**src/rtl/arb_pkg.sv**
```systemverilog
// Shared encodings for the data-memory port arbiter.
package arb_pkg;

  // Arbiter FSM: IDLE arbitrates per cycle, LOCKED keeps a debug burst on the port.
  typedef enum logic [0:0] {
    StIdle,
    StLocked
  } arb_state_e;

  // Which requester owns the memory port in the current cycle.
  typedef enum logic [1:0] {
    OwnNone,
    OwnCpu,
    OwnDbg
  } arb_owner_e;

endpackage

```
**src/rtl/arb_sat_counter.sv**
```systemverilog
// Saturating up-counter with synchronous clear; clear wins over increment.
module arb_sat_counter #(
  parameter int unsigned Max = 4,
  localparam int unsigned W  = (Max < 1) ? 1 : $clog2(Max + 1)
) (
  input  logic         clk_i,
  input  logic         rst_ni,
  input  logic         inc_i,
  input  logic         clr_i,
  output logic [W-1:0] cnt_o
);

  logic [W-1:0] cnt_q, cnt_d;

  // Next count: clear, or step towards Max and hold there.
  always_comb begin
    cnt_d = cnt_q;
    if (clr_i) begin
      cnt_d = '0;
    end else if (inc_i && (cnt_q != W'(Max))) begin
      cnt_d = cnt_q + W'(1);
    end
  end

  // Count register, synchronous active-low reset.
  always_ff @(posedge clk_i) begin
    if (!rst_ni) begin
      cnt_q <= '0;
    end else begin
      cnt_q <= cnt_d;
    end
  end

  assign cnt_o = cnt_q;

endmodule

```
**src/rtl/mem_port_arbiter.sv**
```systemverilog
// Single-port data-memory arbiter between the CPU MEM stage and a debug/loader port.
// CPU normally wins; a starved debug request gets one slot after MAX_WAIT cycles, and
// a locked debug burst yields one forced CPU slot every LOCK_MAX debug grants.
module mem_port_arbiter
  import arb_pkg::*;
#(
  parameter int unsigned AW       = 5,
  parameter int unsigned DW       = 32,
  parameter int unsigned MAX_WAIT = 4,
  parameter int unsigned LOCK_MAX = 8
) (
  input  logic          Clock,
  input  logic          Resetn,
  input  logic          cpu_req,
  input  logic          cpu_we,
  input  logic [AW-1:0] cpu_addr,
  input  logic [DW-1:0] cpu_wdata,
  output logic [DW-1:0] cpu_rdata,
  output logic          cpu_stall,
  input  logic          dbg_req,
  input  logic          dbg_we,
  input  logic          dbg_lock,
  input  logic [AW-1:0] dbg_addr,
  input  logic [DW-1:0] dbg_wdata,
  output logic          dbg_gnt,
  output logic [DW-1:0] dbg_rdata,
  output logic          dbg_valid,
  output logic          mem_we,
  output logic [AW-1:0] mem_addr,
  output logic [DW-1:0] mem_wdata,
  input  logic [DW-1:0] mem_rdata
);

  localparam int unsigned WaitW = (MAX_WAIT < 1) ? 1 : $clog2(MAX_WAIT + 1);
  localparam int unsigned LockW = (LOCK_MAX < 1) ? 1 : $clog2(LOCK_MAX + 1);

  arb_state_e       state_q, state_d;
  arb_owner_e       owner;
  logic [WaitW-1:0] wait_cnt;
  logic [LockW-1:0] lock_cnt;
  logic             wait_full, lock_full, locked, cpu_grant;
  logic             leave_lock, forced_cpu, wait_inc, wait_clr, lock_inc, lock_clr;
  logic [DW-1:0]    dbg_rdata_q;
  logic             dbg_valid_q;

  assign wait_full  = (wait_cnt == WaitW'(MAX_WAIT));
  assign lock_full  = (lock_cnt == LockW'(LOCK_MAX));
  assign locked     = (state_q == StLocked);
  assign cpu_grant  = (owner == OwnCpu);
  assign dbg_gnt    = (owner == OwnDbg);
  assign cpu_stall  = cpu_req & ~cpu_grant;

  assign leave_lock = locked & (~dbg_req | ~dbg_lock);
  // CPU winning while a locked burst is still requesting is the forced fairness slot.
  assign forced_cpu = locked & dbg_req & cpu_grant;

  assign wait_inc   = dbg_req & ~dbg_gnt;
  assign wait_clr   = dbg_gnt | ~dbg_req;
  assign lock_inc   = locked & dbg_gnt;
  assign lock_clr   = forced_cpu | leave_lock;

  // Grant decision and next FSM state.
  always_comb begin
    owner   = OwnNone;
    state_d = state_q;
    unique case (state_q)
      StIdle: begin
        if (cpu_req && dbg_req) begin
          owner = wait_full ? OwnDbg : OwnCpu;
        end else if (cpu_req) begin
          owner = OwnCpu;
        end else if (dbg_req) begin
          owner = OwnDbg;
        end
        if ((owner == OwnDbg) && dbg_lock) begin
          state_d = StLocked;
        end
      end
      StLocked: begin
        if (dbg_req) begin
          owner = (lock_full && cpu_req) ? OwnCpu : OwnDbg;
        end else if (cpu_req) begin
          owner = OwnCpu;
        end
        if (!dbg_req || !dbg_lock) begin
          state_d = StIdle;
        end
      end
    endcase
  end

  // FSM state register.
  always_ff @(posedge Clock) begin
    if (!Resetn) begin
      state_q <= StIdle;
    end else begin
      state_q <= state_d;
    end
  end

  arb_sat_counter #(
    .Max (MAX_WAIT)
  ) u_wait_cnt (
    .clk_i  (Clock),
    .rst_ni (Resetn),
    .inc_i  (wait_inc),
    .clr_i  (wait_clr),
    .cnt_o  (wait_cnt)
  );

  arb_sat_counter #(
    .Max (LOCK_MAX)
  ) u_lock_cnt (
    .clk_i  (Clock),
    .rst_ni (Resetn),
    .inc_i  (lock_inc),
    .clr_i  (lock_clr),
    .cnt_o  (lock_cnt)
  );

  // Memory port mux; an idle port drives all zeros.
  always_comb begin
    mem_we    = 1'b0;
    mem_addr  = '0;
    mem_wdata = '0;
    cpu_rdata = '0;
    case (owner)
      OwnCpu: begin
        mem_we    = cpu_we;
        mem_addr  = cpu_addr;
        mem_wdata = cpu_wdata;
        cpu_rdata = mem_rdata;
      end
      OwnDbg: begin
        mem_we    = dbg_we;
        mem_addr  = dbg_addr;
        mem_wdata = dbg_wdata;
      end
      default: ;
    endcase
  end

  // Debug read data capture; the data holds until the next debug read.
  always_ff @(posedge Clock) begin
    if (!Resetn) begin
      dbg_rdata_q <= '0;
      dbg_valid_q <= 1'b0;
    end else begin
      dbg_valid_q <= dbg_gnt & ~dbg_we;
      if (dbg_gnt && !dbg_we) begin
        dbg_rdata_q <= mem_rdata;
      end
    end
  end

  assign dbg_rdata = dbg_rdata_q;
  assign dbg_valid = dbg_valid_q;

endmodule

```
**config.mk**
```make
export PLATFORM = sky130hd
export DESIGN_NAME = mem_port_arbiter
export DESIGN_NICKNAME = d
export VERILOG_FILES = /design/src/rtl/arb_pkg.sv /design/src/rtl/arb_sat_counter.sv /design/src/rtl/mem_port_arbiter.sv
export SDC_FILE = /design/constraint.sdc
export NUM_CORES = 1
export LEC_CHECK = 0
export BUFFER_PORTS_ARGS = -buffer_cell sky130_fd_sc_hd__buf_2
export CORE_AREA = 2 2 85 87
export DETAILED_ROUTE_END_ITERATION = 6
export DIE_AREA = 0 0 87 89
export PLACE_DENSITY = 0.77
export REMOVE_ABC_BUFFERS = 1
export SYNTH_ARGS = -nofsm -noshare
export SYNTH_HDL_FRONTEND = slang
export SYNTH_SLANG_ARGS = --single-unit
```
**constraint.sdc**
```tcl
create_clock -name Clock -period 6.13 [get_ports Clock]
set_input_delay 0.3065 -clock Clock [delete_from_list [all_inputs] [get_ports Clock]]
set_output_delay 0.3065 -clock Clock [all_outputs]
set_load 0.02 [all_outputs]
```
==> results.cfg <==
[outcome]
run_status = complete, no violations

[finish]
finish.instance_area_sq_mm = 0.00359
nNetsFinal = 645
drive_gt1_frac = 0.446
final_cell_mix = buf_2 (217), nand2_1 (66), nor2_1 (43)
insertedDiodeCount = 0
area_delta_synth_final_pct = 48.5
final_common_cell = buf_2
fill_cells = 651
instances_no_fill = 605

[sta]
fin_skew_ns = 0.0113
period_share = 0.614
setup_viol = 0
relSlewSlack = 0.156
tightest_slew_ns = 1.27
fmax_mhz = 266
fin_crit_ns = 3.76
timing.hold.ws_ns = 0.239
rsz0062_at_grt = false
hold_viol_final = 0
fin_tns_setup_ns = 0
slew_viol_final = 0

[global_routing]
grt-ovfl-total = 0
grt_use_total = 0.202
grt_pass1_wl_microns = 12500
grt_pass1_vias = 2672
antenna_found_initial = 0
grt_start_max_net_pins = 73

[placed_design]
hpwl_microns = 6660
place_inst = 598
gp_congestion = 0.901
post_dp_cell_area_sq_mm = 0.00350
portBuffers = 217

[setup_path]
path_max_fanout = 37
required_ns = 5.82
setup.worst_path.start_class = register
worstSetupPathType = register to output port
end_kind = output port
cp.arrival_ns = 3.46

[floorplan]
core_area_sq_mm = 0.00672
core.rowCount = 30
initial_utilization = 0.360
pin_count = 218
die_h_microns = 89
dieArea_sq_mm = 0.00774
die_x_microns = 87

[yosys]
netlist_area_sq_mm = 0.00242
synth-edff-count = 0
yosys.cell_types.count = 34
syn_area_per_cell_sq_um = 7.42
ys_seq_area_frac = 0.339
yosysTopAreaCell = dfxtp_1
synth_ff_type = dfxtp_1
async_flop_share = 0
syn_inst = 326
ys_ff_latch = 41
post-synth-top-area-fraction = 0.339
ys_top_cells_by_area = dfxtp_1 (34%), a22oi_1 (12%), nand2_1 (10%)
yosysWarnings = 0

[clock_network]
clock_path_buffers = 2
hold_buffers = 0
cts_made_buffers = 5
cts_tree = yes
cts_setup_buffers = 0
clk_pin_slew_worst_paths_ns = 0.08
root_buffer = clkbuf_8
htreeDepth = 2
clkLatencyLatePin_ns = 0.29
numClockSinks = 41
cts_resized = 0

[detailed_routing]
drc = 0
ant_nets = 0
wl_microns = 8570
wl_per_cell_microns = 14.2
via_per_inst = 4.95
firstDrtPassIters = 4
drt_first_iter_violations = 86
vias = 2997

[min_path]
hp-class = input port to register

[power_and_ir_drop]
p_leak_nw = 1.88
p_total_mw = 0.671
ir_drop_uv = 119
power_density_mw_per_mm2 = 187

[run]
max-cap-violations = 0
routing by layer:
metal	vias up	global-route usage	part of all wire
met4	0	0.0554	0.016
met5	-	0	0
met3	9	0.0369	0.077
met2	144	0.358	0.48
li1	1492	-	-
met1	1352	0.253	0.42
power by group:
| group | internal [mW] | total (mW) | leakage, nW | switching (mW) |
|---|---|---|---|---|
| combinational | 0.0816 | 0.211 | 1.51 | 0.129 |
| sequential | 0.275 | 0.279 | 0.333 | 0.00423 |
| clock | 0.0891 | 0.182 | 0.0433 | 0.0925 |
| total | 0.446 | 0.671 | 1.88 | 0.226 |
state kept, by name (all words and copies together) (netlist names):
register / count
dbg_rdata: 32
u_lock_cnt.cnt_o: 4
u_wait_cnt.cnt_o: 3
dbg_valid: 1
locked: 1
cells in the mapped netlist, types with 3 or more instances:
| master | count |
|---|---|
| o21ai_0 | 4 |
| clkbuf_1 | 14 |
| nor2_1 | 43 |
| ha_1 | 7 |
| buf_2 | 7 |
| dfxtp_1 | 41 |
| nand3_1 | 3 |
| a21boi_0 | 3 |
| a21oi_1 | 5 |
| or3_1 | 3 |
| a22oi_1 | 38 |
| inv_1 | 7 |
| and2_1 | 33 |
| a21boi_1 | 29 |
| nand2_1 | 66 |
| buf_4 | 3 |
stage by stage:
stage,util,worst slack [ns]
finish,0.535,2.37
global route,0.535,2.18
CTS,0.535,2.34
detailed placement,0.521,2.68
global placement,0.521,2.77
floorplan,-,3.10
worst max-delay path, stage by stage (launching register included):
cell     delay [ns]
dfxtp_1        0.39
inv_1          0.07
ha_1           0.20
and3b_4        0.20
mux2_2         0.27
a21oi_1        0.19
ha_1           1.03
a22oi_1        0.26
nor2_1         0.31
buf_2          0.24
cells by family after synthesis:
logic type                 Yosys count  synth area share
xor gates and xnor gates             1           0.00362
adders and majority gates            7            0.0362
buffers and inverters               34            0.0616
AOI/OAI and AO/OA                   84             0.252
and+or+nand+nor                    156             0.294
DFF                                 41             0.339
muxes                                3            0.0129
path summary, 6_finish.rpt:
path	startpoint	endpoint	slack, ns	cells after the start
max	u_lock_cnt.cnt_o[0]	mem_wdata[28]	2.37	9
min	cpu_req	locked	0.24	2
max reg2reg	u_wait_cnt.cnt_o[0]	u_lock_cnt.cnt_o[0]	3.19	9
min reg2reg	dbg_rdata[29]	dbg_rdata[29]	0.45	2
layout make-up:
class                   count  area (sq um)  share of cell area
clock buffers               6          82.6              0.0230
clock inverters             1          7.51             0.00209
inverters                   7          26.3             0.00731
multi-input cells         251          1450               0.405
flip-flops and latches     41           821               0.228
well taps                  80           100              0.0279
repair buffers            219          1100               0.307
Power figures use the tool's default switching activity.
